### config.mk
export PLATFORM = sky130hd
export DESIGN_NAME = add_seq_wide
export DESIGN_NICKNAME = d
export VERILOG_FILES = /design/src/rtl/add_seq_wide.sv
export SDC_FILE = /design/constraint.sdc
export NUM_CORES = 1
export LEC_CHECK = 0
export CORE_MARGIN = 4
export CORE_UTILIZATION = 45
export CTS_CLUSTER_SIZE = 28
export DETAILED_ROUTE_END_ITERATION = 6
export GPL_TIMING_DRIVEN = 1
export PLACE_DENSITY = 0.75
export SETUP_SLACK_MARGIN = 0.1
export SYNTH_ARGS = -nofsm -noshare
export SYNTH_HDL_FRONTEND = slang
export SYNTH_HIERARCHICAL = 1
export SYNTH_SLANG_ARGS = --single-unit
### constraint.sdc
create_clock -name clk -period 7.71 [get_ports clk]
set_clock_uncertainty 0.2 [all_clocks]
set_input_delay 0.771 -clock clk [delete_from_list [all_inputs] [get_ports clk]]
set_output_delay 0.771 -clock clk [all_outputs]
set_load 0.02 [all_outputs]
### src/rtl/add_seq_wide.sv
// Multi-cycle wide adder: one 16-bit carry-lookahead slice is reused for each
// 16-bit word of the operands, LSW first, with the inter-slice carry held in a register.

module cla_16bits (
    input  logic [15:0] a,
    input  logic [15:0] b,
    input  logic        c_in,
    output logic [15:0] s,
    output logic        pm,
    output logic        gm
);
    logic [15:0] p;
    logic [15:0] g;
    logic [15:0] c;
    logic [3:0]  gp;
    logic [3:0]  gg;
    logic [3:0]  gc;

    always_comb begin
        p = a ^ b;
        g = a & b;
    end

    // Group propagate/generate for each 4-bit nibble.
    always_comb begin
        gp = '0;
        gg = '0;
        for (int k = 0; k < 4; k++) begin
            gp[k] = &p[4*k +: 4];
            gg[k] = g[4*k+3]
                  | (p[4*k+3] & g[4*k+2])
                  | (p[4*k+3] & p[4*k+2] & g[4*k+1])
                  | (p[4*k+3] & p[4*k+2] & p[4*k+1] & g[4*k]);
        end
    end

    always_comb begin
        gc[0] = c_in;
        gc[1] = gg[0] | (gp[0] & c_in);
        gc[2] = gg[1] | (gp[1] & gg[0]) | (gp[1] & gp[0] & c_in);
        gc[3] = gg[2] | (gp[2] & gg[1]) | (gp[2] & gp[1] & gg[0])
              | (gp[2] & gp[1] & gp[0] & c_in);
        pm    = &gp;
        gm    = gg[3] | (gp[3] & gg[2]) | (gp[3] & gp[2] & gg[1])
              | (gp[3] & gp[2] & gp[1] & gg[0]);
    end

    // Bit carries inside each nibble, looked ahead from the nibble carry-in.
    always_comb begin
        c = '0;
        for (int k = 0; k < 4; k++) begin
            c[4*k]   = gc[k];
            c[4*k+1] = g[4*k] | (p[4*k] & gc[k]);
            c[4*k+2] = g[4*k+1] | (p[4*k+1] & g[4*k]) | (p[4*k+1] & p[4*k] & gc[k]);
            c[4*k+3] = g[4*k+2] | (p[4*k+2] & g[4*k+1]) | (p[4*k+2] & p[4*k+1] & g[4*k])
                     | (p[4*k+2] & p[4*k+1] & p[4*k] & gc[k]);
        end
        s = p ^ c;
    end
endmodule

module add_seq_wide #(
    parameter int WORDS = 4
) (
    input  logic                clk,
    input  logic                rst,
    input  logic                in_valid,
    output logic                in_ready,
    input  logic [16*WORDS-1:0] a,
    input  logic [16*WORDS-1:0] b,
    input  logic                cin,
    output logic                out_valid,
    input  logic                out_ready,
    output logic [16*WORDS-1:0] sum,
    output logic                cout,
    output logic                overflow
);
    localparam int W     = 16 * WORDS;
    localparam int IDX_W = (WORDS > 1) ? $clog2(WORDS) : 1;
    localparam logic [IDX_W-1:0] LAST = IDX_W'(WORDS - 1);

    typedef enum logic [1:0] {
        IDLE = 2'd0,
        RUN  = 2'd1,
        DONE = 2'd2
    } state_t;

    state_t           state;
    state_t           state_next;
    logic [W-1:0]     a_reg;
    logic [W-1:0]     b_reg;
    logic             carry;
    logic [IDX_W-1:0] idx;
    logic [15:0]      slice_a;
    logic [15:0]      slice_b;
    logic [15:0]      slice_s;
    logic             pm;
    logic             gm;
    logic             c_next;

    always_ff @(posedge clk) begin
        if (rst) begin
            state <= IDLE;
        end else begin
            state <= state_next;
        end
    end

    always_comb begin
        state_next = state;
        in_ready   = 1'b0;
        out_valid  = 1'b0;
        case (state)
            IDLE: begin
                in_ready = 1'b1;
                if (in_valid) begin
                    state_next = RUN;
                end
            end
            RUN: begin
                if (idx == LAST) begin
                    state_next = DONE;
                end
            end
            DONE: begin
                out_valid = 1'b1;
                if (out_ready) begin
                    state_next = IDLE;
                end
            end
            default: state_next = IDLE;
        endcase
    end

    // Mux the current word of each registered operand into the shared slice.
    always_comb begin
        slice_a = '0;
        slice_b = '0;
        for (int w = 0; w < WORDS; w++) begin
            if (idx == IDX_W'(w)) begin
                slice_a = a_reg[16*w +: 16];
                slice_b = b_reg[16*w +: 16];
            end
        end
    end

    cla_16bits u_cla (
        .a    (slice_a),
        .b    (slice_b),
        .c_in (carry),
        .s    (slice_s),
        .pm   (pm),
        .gm   (gm)
    );

    assign c_next = gm | (pm & carry);

    always_ff @(posedge clk) begin
        if (rst) begin
            a_reg    <= '0;
            b_reg    <= '0;
            carry    <= 1'b0;
            idx      <= '0;
            sum      <= '0;
            cout     <= 1'b0;
            overflow <= 1'b0;
        end else begin
            case (state)
                IDLE: begin
                    if (in_valid) begin
                        a_reg    <= a;
                        b_reg    <= b;
                        carry    <= cin;
                        idx      <= '0;
                        sum      <= '0;
                        cout     <= 1'b0;
                        overflow <= 1'b0;
                    end
                end
                RUN: begin
                    for (int w = 0; w < WORDS; w++) begin
                        if (idx == IDX_W'(w)) begin
                            sum[16*w +: 16] <= slice_s;
                        end
                    end
                    carry <= c_next;
                    // The top word's sum MSB is only available here, so the flags are latched now.
                    if (idx == LAST) begin
                        cout     <= c_next;
                        overflow <= (a_reg[W-1] == b_reg[W-1]) && (slice_s[15] != a_reg[W-1]);
                    end else begin
                        idx <= idx + 1'b1;
                    end
                end
                default: begin
                end
            endcase
        end
    end
endmodule

======== Word level (Yosys, flattened, before mapping) ========
Index checks and enable logic that the tools add are counted.
word-level totals
  output and inout port bits .............. 68
  word-level logic and storage cells ...... 193
  bits of input ports ..................... 133
  register bits after elaboration ......... 199
cells by class
  bitwise operators ....................... 120
  mux-type cells .......................... 30
  reduce and logical (&&, ||, !) cells .... 17
  equal/unequal tests ..................... 14
  $add $sub $neg .......................... 1
operators by type and width
  kind                                           number
  2-to-1 mux 16 bit                              12
  one-hot mux 64 bit (2 select lines)            1
  bitwise AND 1 bit                              71
  2-to-1 mux 64 bit                              1
  OR 1 bit                                       46
  bitwise XOR 16 bit                             2
  AND reduction 3 bit                            6
  bitwise AND 16 bit                             1
  AND reduction 16 bit                           1
  AND reduction 4 bit                            4
  inequality test 2 bit, second input constant   7
  2-to-1 mux 2 bit                               5
  == test 2 bit, second input constant           3
  2-to-1 mux 1 bit                               6
  one-hot mux 1 bit (2 select lines)             3
  one-hot mux 2 bit (3 select lines)             1
  == test 2 x 1 -> 1 bit, second input constant  2
  logical NOT 2 bit                              2
  one-hot mux 2 bit (2 select lines)             1
  AND reduction 2 bit                            2
  adder 2 x 1 -> 2 bit, second input constant    1
  nonzero test 2 bit                             1
  == test 1 bit                                  1
  logical AND 1 bit                              1
  inequality test 1 bit                          1

======== Depth between registers and ports, before layout ========
Gate-level depths: netlist of run 1.
  word-level depth ........................ 21
  gate-level depth with buffers ........... 17
  gate-level depth less buffers ........... 14

======== Cells and area by module ========
The synthesis of run 1 kept the hierarchy.
modules (own cells, without submodules)
  module        area an instance (um2)  seq. area each (um2)  times used  cells each
  add_seq_wide  8,051.5                 3,983.8               1           974
  cla_16bits    893.4                   0.0                   1           107

======== Worst setup path after synthesis of run 1 ========
Ideal clock, no wire load.
  path kind ............................... register to register
  start ................................... register idx[0]
  end ..................................... register sum[13]
  setup slack ............................. 4.134 ns
  library setup time ...................... 0.117 ns
  arrival ................................. 3.259 ns
  required time ........................... 7.393 ns
  buffers on the path ..................... 3
  stages on the path, launching flop included .. 16
  clock period less this slack ............ 3.576 ns
  cells stage by stage .................... dfxtp_1 > inv_1 > ha_1 > clkbuf_1 > buf_1 > a21oi_1 > a22o_1 > ha_1 > buf_6 > a21o_1 > a31o_1 > a21oi_4 > nand2_4 > fa_1 > xor2_1 > a32o_1
between the ends
  elaborated cells on any way between the ends .. 56
  those cells by class .................... eq/ne: 4; mux: 10; bitwise: 37; reduce/logical: 5
RTL lines
  what                                                      RTL line  source
  from (decl)                                               93        logic [IDX_W-1:0] idx;
  from (signal assigned)                                    192       idx <= idx + 1'b1;
  logical NOT 2 bit                                         140       if (idx == IDX_W'(w)) begin
  2-to-1 mux 16 bit (3 in a row)                            140
  2-to-1 mux 16 bit *                                       140
  via slice_a[9]                                            94        logic [15:0] slice_a;
  bitwise AND 16 bit or bitwise XOR 16 bit (tied branches)  21, 20
  bitwise AND 1 bit (on tied branches)                      32, 33
  OR 1 bit or bitwise AND 1 bit (tied branches)             32, 33
  OR 1 bit                                                  33        | (p[4*k+3] & p[4*k+2] & p[4*k+1] & g[4*k]);
  OR 1 bit (2 in a row)                                     41        gc[3] = gg[2] | (gp[2] & gg[1]) | (gp[2] & gp[1] & gg[0])
  OR 1 bit *                                                42        | (gp[2] & gp[1] & gp[0] & c_in);
  bitwise AND 1 bit *                                       53        c[4*k+1] = g[4*k] | (p[4*k] & gc[k]);
  OR 1 bit *                                                53
  bitwise XOR 16 bit *                                      58        s = p ^ c;
  via slice_s[13]                                           96        logic [15:0] slice_s;
  2-to-1 mux 16 bit *                                       182       if (idx == IDX_W'(w)) begin
  one-hot mux 64 bit (2 select lines) *                     168       case (state)
  to (signal, indexed assignment)                           183       sum[16*w +: 16] <= slice_s;
  to (decl)                                                 74        output logic [16*WORDS-1:0] sum,
Mark *: on every way through the listed nets, which the timed path passes. The rest lies on a longest branch. The select of a mux whose other input is x is not followed.
A chain may end at the register's enable or synchronous reset.

======== Worst setup path in the final report of run 1 ========
  start ................................... register idx[0]
  end ..................................... register sum[61]
between the ends
  elaborated cells on any way between the ends .. 56
  those cells by class .................... eq/ne: 4; mux: 10; bitwise: 37; reduce/logical: 5
RTL lines
  what                                                      RTL line  source
  logical NOT 2 bit                                         140
  2-to-1 mux 16 bit (3 in a row)                            140
  2-to-1 mux 16 bit *                                       140
  via slice_b[9]                                            95        logic [15:0] slice_b;
  bitwise AND 16 bit or bitwise XOR 16 bit (tied branches)  21, 20
  bitwise AND 1 bit (on tied branches)                      32, 33
  OR 1 bit or bitwise AND 1 bit (tied branches)             32, 33
  OR 1 bit                                                  33
  OR 1 bit (2 in a row)                                     41
  OR 1 bit *                                                42
  bitwise AND 1 bit *                                       53
  OR 1 bit *                                                53
  bitwise XOR 16 bit *                                      58
  via slice_s[13]                                           96
  2-to-1 mux 16 bit *                                       182
  one-hot mux 64 bit (2 select lines) *                     168
Marks and branches as above.

==> qor.csv, run 1 <==
stage,metric,value,unit
status,status,"finished, final reports clean",
logic_synthesis,ys_seq_area_share,44.5,%
clocking,cts_inserted_buffers,17,
power,p_per_area,219,nW/um^2
clocking,clk_root_buffer_cell,clkbuf_16,
clocking,cts_sinks,199,
timing,worst_pin_slew,1.08,ns
route,drc_errors,0,
power,leakage,4.22,nW
power,p_seq_share,44.4,%
logic_synthesis,syn-num-nets,1238,
setup_path,slowest_stage,ha_2,
die,start_util,45.8,%
timing,final_hold_viol_count,0,
clocking,post_cts_resized,0,
power,p_switching,0.000712,W
die,placementRows,51,
global_route,grt_max_degree,106,
route,top_layer_used,met4,
logic_synthesis,syn_inst,1081,
timing,fin_hold_ws,0.256,ns
hold_path,min_from,a_reg[41],
die,io_pins,201,
route,drt-total-wl,26.1,mm
logic_synthesis,synthFlopType,dfxtp_1,
die,die-area,22200,sq um
die,die_h,149,um
setup_path,timing.rr.end,sum[61],
clocking,htreeDepth,4,
logic_synthesis,synth-seq-cells,199,
power,p_total,0.00252,W
finish,final_nets,1376,
setup_path,startpoint_type,register,
timing,setup_viol,0,
run,max_cap_violations,0,
logic_synthesis,synth_edf_count,0,
logic_synthesis,syn_avg_cell_area,8.27,sq um
setup_path,r2r.worst_path.cells,13,
route,wl_met1,11.7,mm
global_route,grt-ovfl-total,0,
global_route,grt_pass1_wl,39.9,mm
logic_synthesis,ys_async_sr_fraction,0,%
setup_path,end_kind,register,
global_route,grt_pass1_vias,7567,
placed_design,place_hpwl,18.6,mm
setup_path,r2r_slack,3.47,ns
logic_synthesis,yosys.cell_types.count,56,
timing,period_share,55.0,%
timing,min_period,4.24,ns
clocking,clock_path_buffers,2,
clocking,cts_setup_buffers,0,
clocking,clk_pin_slew,0.07,ns
route,vias,8203,
setup_path,critPathMaxFanout,36,
hold_path,worstHoldPathCells,2,
route,post_drt_wl_per_cell,17.4,um
timing,max_freq,236,MHz
finish,final_layout_size_suffix_gt1_share,5.93,%
route,wl_met3,1.45,mm
setup_path,arrival,4.41,ns
die,coreArea,19500,sq um
global_route,antenna_found_initial,0,
clocking,cts_tree,yes,
logic_synthesis,synth_area,8940,sq um
timing,tns,0,ns
setup_path,path_class,reg -> reg,
clocking,clk_latency,0.43,ns
timing,max-slew-margin-rel,27.8,%
setup_path,required,7.88,ns
timing,rsz0062_at_grt,no,
setup_path,slowest_delay,0.58,ns
finish,fillers,1784,
hold_path,hp-class,reg -> reg,
hold_path,hold_end,a_reg[41],
placed_design,place_congestion,0.886,
power,p_comb_share,18.5,%
die,die_w,149,um
placed_design,dp_slack,3.56,ns
route,ant_nets,0,
route,wl_met2,12.4,mm
placed_design,io_buffers,200,
route,vias_per_cell,5.48,
finish,syn_to_final_growth,28.9,%
global_route,gr-usage-all-layers,22.5,%
power,switching_share,28.2,%
setup_path,r2r_start,idx[0],
clocking,hold_buffers,0,
placed_design,dp_cells,1465,
finish,final_cells,1496,
timing,postLayoutSetupSlackWorst,3.47,ns
route,first_iter_violations,688,
finish,num_antenna_cells,0,
power,p_int,0.00181,W
setup_path,path_cells,inv_1 > ha_2 > buf_4 > a21oi_1 > a22o_1 > ha_1 > a21o_1 > a31o_1 > a21oi_4 > nand2_4 > fa_1 > xor2_1 > a32o_1,
route,drt-pass1-iter-count,5,
setup_path,cp_num_buf_inv,2,
power,clkPwrFrac,37.2,%
logic_synthesis,ys.warnings.count,6,
timing,slew_viol_final,0,
setup_path,crit_family,adder cells,
power,ir_drop,158,uV
-- layer usage --
metal	track usage, %	vias up
met2	37.3	265
met5	0	-
met4	7.23	0
met3	3.56	37
li1	-	4027
met1	30.3	3874
-- cell families (layout without fill, tap and decap cells) --
family	count (synthesis)	after routing	synth area share, %
adders and majority gates	24	24	3.69
buffers and inverters	136	286	7.15
and+or+nand+nor	338	338	15.7
xor gates and xnor gates	8	8	0.783
AOI/OAI and AO/OA	370	370	27.4
muxes	6	6	0.783
DFF	199	199	44.5
-- worst max path at each step --
stage          endpoint  cells after the start   start
2_1_floorplan   sum[13]                     15  idx[0]
3_3_place_gp    sum[61]                     13  idx[0]
3_5_place_dp    sum[45]                     13  idx[0]
4_1_cts         sum[61]                     13  idx[0]
5_1_grt         sum[45]                     12  idx[1]
6_report        sum[61]                     13  idx[0]
-- worst reg2reg max path: stages (launching register included) --
cell	delay (ns)
dfxtp_1	0.34
inv_1	0.11
ha_2	0.58
buf_4	0.47
a21oi_1	0.13
a22o_1	0.25
ha_1	0.38
a21o_1	0.21
a31o_1	0.25
a21oi_4	0.20
nand2_4	0.09
fa_1	0.38
xor2_1	0.36
a32o_1	0.23
-- power by group through the flow --
stage	Clock, W	Combinational, W	Sequential, W
after detailed placement	0	0.000460	0.00114
after CTS	0.000946	0.000462	0.00112
after global routing	0.000984	0.000505	0.00112
after floorplan	0	0.000272	0.00115
after global placement	0	0.000453	0.00114
final	0.000937	0.000466	0.00112
-- cell usage after synthesis, types with 2 or more instances --
library cell	count	area, sq um
a21o_1	6	45.0
a22o_1	33	289
a211oi_2	3	37.5
mux2_2	4	45.0
nand2_1	296	1110
a31oi_1	2	12.5
buf_4	3	22.5
o21ai_2	2	17.5
a32o_1	66	661
xnor2_1	4	35.0
o21ai_0	34	170
buf_1	10	37.5
nor2_1	6	22.5
nand2b_2	3	26.3
nor3b_2	2	25.0
buf_2	34	170
nand2b_1	4	25.0
xor2_1	4	35.0
and3_1	3	18.8
nand3_1	4	20.0
o21ai_1	3	15.0
a21oi_1	204	1020
or3b_1	2	17.5
ha_1	20	250
clkbuf_1	33	124
fa_1	4	80.1
buf_6	10	113
inv_1	46	173
a21oi_2	3	26.3
a21oi_4	2	32.5
dfxtp_1	199	3980
nor3_1	5	25.0
nor2b_1	4	25.0
-- layout make-up --
type | count | area, sq um | area share, %
Clock inverter | 13 | 188 | 1.63
Sequential cell | 199 | 3980 | 34.6
Tap cell | 265 | 332 | 2.88
Clock buffer | 18 | 439 | 3.81
Inverter | 46 | 173 | 1.50
Timing Repair Buffer | 209 | 2070 | 17.9
Multi-Input combinational cell | 746 | 4340 | 37.7
-- through the flow --
stage | util, % | area [sq um]
final | 59.0 | 11500
after global routing | 59.0 | 11500
after CTS | 59.0 | 11500
after detailed placement | 55.8 | 10900
after global placement | 55.8 | 10900
after floorplan | - | 8940
-- cells in the final DEF, fill, tap and decap left out, drive strengths merged, types with 10 or more instances in the layout --
cell type,netlist,layout
a21oi,209,209
a22o,33,33
a32o,66,66
buf,57,10
clkbuf,33,18
clkdlybuf4s50,0,199
dfxtp,199,199
ha,20,20
inv,46,51
nand2,298,298
o21ai,40,40
Note: power is estimated with default switching activity, not from simulation.
==> run 2: changes to the inputs <==
Clock period 7.71 ns to 3.95 ns, I/O delays scaled along.
==> qor.csv, run 2 (synthesis results as in run 1) <==
stage,metric,value,unit,change
clocking,clk_pin_slew,0.07,ns,about the same
timing,min_period,3.66,ns,was 4.24 ns
clocking,cts_tree,yes,,unchanged
power,ir_drop,338,uV,was 158 uV
die,start_util,45.8,%,unchanged
power,clkPwrFrac,37.2,%,about the same
setup_path,startpoint_type,register,,unchanged
route,post_drt_wl_per_cell,17.2,um,was 17.4 um
clocking,clk_root_buffer_cell,clkbuf_16,,unchanged
clocking,clk_latency,0.43,ns,about the same
finish,num_antenna_cells,0,,unchanged
timing,setup_viol,0,,unchanged
route,drc_errors,0,,unchanged
setup_path,r2r.worst_path.cells,14,,was 13
finish,final_layout_size_suffix_gt1_share,6.71,%,was 5.93%
timing,final_hold_viol_count,0,,unchanged
clocking,cts_sinks,199,,unchanged
clocking,post_cts_resized,0,,unchanged
power,p_switching,0.00140,W,was 0.000712 W
setup_path,end_kind,register,,unchanged
route,wl_met1,11.2,mm,was 11.7 mm
timing,tns,0,ns,unchanged
power,p_int,0.00357,W,was 0.00181 W
setup_path,arrival,3.79,ns,was 4.41 ns
timing,worst_pin_slew,0.881,ns,was 1.08 ns
die,coreArea,19500,sq um,unchanged
clocking,cts_setup_buffers,0,,unchanged
setup_path,worstSetupEndpoint,sum[29],,was sum[61]
route,ant_nets,0,,unchanged
power,switching_share,28.1,%,was 28.2%
finish,final_nets,1381,,"was 1,376"
route,wl_met2,12.3,mm,was 12.4 mm
global_route,grt_max_degree,77,,was 106
finish,fin_util,59.8,%,was 59.0%
timing,max_freq,273,MHz,was 236 MHz
clocking,hold_buffers,0,,unchanged
finish,mostFrequentLayoutCells,"nand2_1 (296), a21oi_1 (204), dfxtp_1 (199), clkdlybuf4s50_1 (199), a32o_1 (66)",,unchanged
run,max_cap_violations,0,,unchanged
finish,layout_commonest_cell,nand2_1,,unchanged
setup_path,required,4.07,ns,was 7.88 ns
global_route,grt_pass1_vias,7664,,"was 7,567"
die,die_h,149,um,unchanged
setup_path,r2r_start,idx[1],,was idx[0]
clocking,htreeDepth,4,,unchanged
die,placementRows,51,,unchanged
setup_path,r2r_slack,0.29,ns,was 3.47 ns
route,drt-pass1-iter-count,5,,unchanged
power,p_seq_share,44.0,%,was 44.4%
timing,slew_viol_final,0,,unchanged
placed_design,place_hpwl,18.8,mm,was 18.6 mm
placed_design,place_congestion,0.911,,was 0.886
route,drt-total-wl,25.9,mm,was 26.1 mm
setup_path,timing.rr.end,sum[29],,was sum[61]
setup_path,critPathMaxFanout,48,,was 36
route,vias,8211,,"was 8,203"
setup_path,path_class,reg -> reg,,unchanged
timing,rsz0062_at_grt,no,,unchanged
power,leakage,4.27,nW,was 4.22 nW
placed_design,dp_cells,1470,,"was 1,465"
power,p_comb_share,18.8,%,was 18.5%
finish,final_cells,1502,,"was 1,496"
power,p_total,0.00497,W,was 0.00252 W
status,status,"finished, final reports clean",,unchanged
global_route,antenna_found_initial,0,,unchanged
route,first_iter_violations,695,,was 688
global_route,grt-ovfl-total,0,,unchanged
clocking,clock_path_buffers,2,,unchanged
finish,syn_to_final_growth,30.4,%,was 28.9%
global_route,grt_pass1_wl,40.5,mm,was 39.9 mm
die,die_w,149,um,unchanged
power,p_per_area,426,nW/um^2,was 219 nW/um^2
timing,max-slew-margin-rel,41.3,%,was 27.8%
die,io_pins,201,,unchanged
hold_path,min_from,b_reg[33],,was a_reg[41]
timing,period_share,92.8,%,was 55.0%
clocking,cts_inserted_buffers,17,,unchanged
route,top_layer_used,met4,,unchanged
route,vias_per_cell,5.47,,was 5.48
setup_path,crit_start,idx[1],,was idx[0]
route,wl_met3,1.83,mm,was 1.45 mm
placed_design,io_buffers,200,,unchanged
global_route,gr-usage-all-layers,23.0,%,was 22.5%
hold_path,hp-class,reg -> reg,,unchanged
die,die-area,22200,sq um,unchanged
[run 2: cell types whose count changed in the layout (fill, tap and decap cells not counted)]
cell / previous run / this run
clkinv_2: 0 / 1
ha_1: 17 / 15
ha_4: 0 / 1
clkbuf_8: 1 / 2
ha_2: 3 / 4
and4_4: 0 / 1
buf_12: 0 / 5
and4_2: 1 / 0
clkinv_4: 4 / 3
xor2_1: 4 / 2
xor2_2: 0 / 2
[run 2: layout make-up]
type / count / area [sq um]
Clock buffer: 19 / 453
Clock inverter: 13 / 184
Fill cell: 1805 / 7860
Inverter: 46 / 173
Multi-Input combinational cell: 746 / 4380
Sequential cell: 199 / 3980
Tap cell: 265 / 332
Timing Repair Buffer: 214 / 2170
[run 2: how the worst min path moves through the flow]
stage                 to  slack (ns)  depth (start not counted)
4_1_cts        a_reg[40]        0.26                          2
6_report       b_reg[33]        0.26                          2
2_1_floorplan  a_reg[32]        0.24                          2
5_1_grt        b_reg[46]        0.27                          2
3_5_place_dp   b_reg[27]        0.25                          2
3_3_place_gp   b_reg[41]        0.24                          2
[run 2: stage by stage]
step,setup slack (ns),instance area [sq um],hold slack (ns)
after floorplan,0.374,8940,0.236
after global placement,0.417,11000,0.243
after detailed placement,0.251,11000,0.247
after CTS,0.239,11600,0.256
after global routing,0.102,11700,0.273
final,0.285,11700,0.256
[run 2: worst max-delay path: stages, from the launching register on]
cell and delay [ns]:
dfxtp_1 0.36, inv_1 0.09, ha_2 0.25, buf_12 0.20
a21oi_1 0.14, o21ai_0 0.11, a22o_1 0.20, ha_2 0.35
a21o_1 0.20, a31o_1 0.26, a21oi_4 0.20, nand2_4 0.09
fa_1 0.42, xor2_2 0.22, a32o_1 0.24
[run 2: routing by layer]
| layer | up-vias | GRT usage (%) |
|---|---|---|
| li1 | 4027 | - |
| met5 | - | 0 |
| met2 | 280 | 37.0 |
| met4 | 0 | 7.78 |
| met1 | 3859 | 30.6 |
| met3 | 45 | 5.20 |
[run 2: power groups by stage]
| stage | Sequential (W) | Clock (W) | Combinational (W) |
|---|---|---|---|
| after CTS | 0.00218 | 0.00186 | 0.000921 |
| final | 0.00218 | 0.00185 | 0.000933 |
| after detailed placement | 0.00223 | 0 | 0.000918 |
| after floorplan | 0.00224 | 0 | 0.000532 |
| after global placement | 0.00223 | 0 | 0.000899 |
| after global routing | 0.00220 | 0.00197 | 0.00101 |
==> run 3: changes to the inputs <==
Settings changed: CORE_ASPECT_RATIO set to 0.7.
==> qor.csv, run 3 (synthesis results as in run 1) <==
stage,metric,value,unit,change
placed_design,place_hpwl,18.7,mm,was 18.8 mm
setup_path,slowest_delay,0.42,ns,about the same
setup_path,timing.rr.end,sum[45],,was sum[29]
timing,worst_pin_slew,0.975,ns,was 0.881 ns
hold_path,min_from,a_reg[45],,was b_reg[33]
global_route,antenna_found_initial,0,,unchanged
die,die-area,22200,sq um,about the same
global_route,use_met2,36.1,%,was 37.0%
power,p_switching,0.00145,W,was 0.00140 W
power,p_comb_share,19.3,%,was 18.8%
setup_path,end_kind,register,,unchanged
route,drc_errors,0,,unchanged
finish,final_cells,1501,,"was 1,502"
finish,syn_to_final_growth,30.0,%,was 30.4%
clocking,cts_inserted_buffers,17,,unchanged
timing,rsz0062_at_grt,no,,unchanged
status,status,"finished, final reports clean",,unchanged
setup_path,slowest_stage,fa_1,,unchanged
timing,period_share,94.0,%,was 92.8%
setup_path,cp_num_buf_inv,2,,unchanged
setup_path,r2r.worst_path.cells,13,,was 14
clocking,htreeDepth,4,,unchanged
die,die_w,177,um,was 149 um
power,p_seq_share,45.4,%,was 44.0%
clocking,clock_path_buffers,2,,unchanged
global_route,met1_usage,32.6,%,was 30.6%
placed_design,place_area,11000,sq um,about the same
placed_design,place_congestion,0.946,,was 0.911
setup_path,r2r_start,idx[0],,was idx[1]
global_route,gr-usage-all-layers,23.0,%,about the same
setup_path,required,4.09,ns,was 4.07 ns
placed_design,dp_cells,1469,,"was 1,470"
setup_path,path_class,reg -> reg,,unchanged
finish,fin_util,60.4,%,was 59.8%
setup_path,critPathMaxFanout,16,,was 48
route,first_iter_violations,832,,was 695
finish,final_layout_size_suffix_gt1_share,6.95,%,was 6.71%
die,die_h,126,um,was 149 um
timing,max-slew-margin-rel,35.0,%,was 41.3%
timing,max_freq,269,MHz,was 273 MHz
hold_path,worstHoldPathCells,2,,unchanged
die,start_util,46.5,%,was 45.8%
setup_path,arrival,3.85,ns,was 3.79 ns
placed_design,io_buffers,200,,unchanged
clocking,clk_latency,0.44,ns,was 0.43 ns
timing,final_hold_viol_count,0,,unchanged
setup_path,cp_common_cell,ha_1,,was ha_2
power,ir_drop,284,uV,was 338 uV
finish,mostFrequentLayoutCells,"nand2_1 (296), a21oi_1 (204), clkdlybuf4s50_1 (199), dfxtp_1 (197), a32o_1 (66)",,"was nand2_1 (296), a21oi_1 (204), dfxtp_1 (199), clkdlybuf4s50_1 (199), a32o_1 (66)"
setup_path,r2r_slack,0.24,ns,was 0.29 ns
global_route,grt_max_degree,106,,was 77
run,max_cap_violations,0,,unchanged
hold_path,hold_end,a_reg[45],,was b_reg[33]
route,vias,8250,,"was 8,211"
finish,final_cell_area,11600,sq um,"was 11,700 sq um"
power,leakage,4.23,nW,was 4.27 nW
clocking,cts_sinks,199,,unchanged
route,vias_per_cell,5.50,,was 5.47
hold_path,hp-class,reg -> reg,,unchanged
power,p_per_area,414,nW/um^2,was 426 nW/um^2
power,clkPwrFrac,35.4,%,was 37.2%
global_route,grt-ovfl-total,0,,unchanged
clocking,clk_root_buffer_cell,clkbuf_16,,unchanged
route,ant_nets,0,,unchanged
route,drt-total-wl,26.2,mm,was 25.9 mm
route,post_drt_wl_per_cell,17.4,um,was 17.2 um
clocking,clk_pin_slew,0.08,ns,was 0.07 ns
finish,layout_commonest_cell,nand2_1,,unchanged
power,switching_share,30.2,%,was 28.1%
die,placementRows,42,,was 51
global_route,grt-busiest-layer,met2,,unchanged
route,drt-pass1-iter-count,5,,unchanged
setup_path,startpoint_type,register,,unchanged
clocking,cts_tree,yes,,unchanged
finish,num_antenna_cells,0,,unchanged
timing,setup_viol,0,,unchanged
timing,min_period,3.71,ns,was 3.66 ns
global_route,grtUsageMet3,4.79,%,was 5.20%
timing,slew_viol_final,0,,unchanged
die,coreArea,19200,sq um,"was 19,500 sq um"
clocking,hold_buffers,0,,unchanged
timing,fin_hold_ws,0.256,ns,about the same
power,p_int,0.00336,W,was 0.00357 W
global_route,grt_pass1_wl,41.3,mm,was 40.5 mm
global_route,grt_pass1_vias,7797,,"was 7,664"
setup_path,path_cells,inv_1 > ha_1 > buf_4 > nand2_1 > o21ai_0 > a22o_1 > ha_1 > and4_2 > a21oi_4 > nand2_4 > fa_1 > xor2_2 > a32o_1,,was inv_1 > ha_2 > buf_12 > a21oi_1 > o21ai_0 > a22o_1 > ha_2 > a21o_1 > a31o_1 > a21oi_4 > nand2_4 > fa_1 > xor2_2 > a32o_1
die,io_pins,201,,unchanged
timing,tns,0,ns,unchanged
setup_path,crit_family,compound AO/OA/AOI/OAI gates,,unchanged
finish,final_nets,1381,,unchanged
## run 3: timing repair
item,4_1_cts,5_1_grt
setup endpoints to repair,0,22
resized for setup,0,9
setup buffers,0,0
## run 3: area by class of cell
| type | instances | area [sq um] |
|---|---|---|
| Inverter | 46 | 173 |
| Multi-Input combinational cell | 746 | 4390 |
| Clock inverter | 15 | 151 |
| Timing Repair Buffer | 214 | 2170 |
| Fill cell | 1698 | 7610 |
| Tap cell | 264 | 330 |
| Sequential cell | 199 | 3990 |
| Clock buffer | 17 | 425 |
## run 3: power by group through the flow
stage | clock [W] | combinational (W) | sequential [W]
floorplan | 0 | 0.000532 | 0.00224
global placement | 0 | 0.000891 | 0.00223
detailed placement | 0 | 0.000908 | 0.00223
CTS | 0.00173 | 0.000914 | 0.00218
global route | 0.00180 | 0.00102 | 0.00220
finish | 0.00170 | 0.000928 | 0.00218
## run 3: worst register-to-register path: stages (launching register included)
cell     delay (ns)
dfxtp_2        0.35
inv_1          0.15
ha_1           0.22
buf_4          0.22
nand2_1        0.07
o21ai_0        0.21
a22o_1         0.34
ha_1           0.34
and4_2         0.33
a21oi_4        0.21
nand2_4        0.09
fa_1           0.42
xor2_2         0.22
a32o_1         0.24
## run 3: worst max path at each step
stage               startpoint      end  cells past startpoint
finish                  idx[0]  sum[45]                     13
global route            idx[0]  sum[61]                     13
CTS                     idx[0]  sum[29]                     13
detailed placement      idx[0]  sum[45]                     13
global placement        idx[0]  sum[29]                     13
floorplan               idx[0]  sum[13]                     15
## run 3: stage by stage
step | total power (W) | setup WS [ns]
3_5_place_dp | 0.00314 | 0.192
5_1_grt | 0.00501 | 0.0992
3_3_place_gp | 0.00312 | 0.367
2_1_floorplan | 0.00277 | 0.374
4_1_cts | 0.00482 | 0.184
6_report | 0.00481 | 0.236
## run 3: per-layer routing
metal	vias to the layer above	routed length, um
li1	4037	-
met1	3904	12200
met4	0	349
met3	26	1760
met2	283	11900
met5	-	0
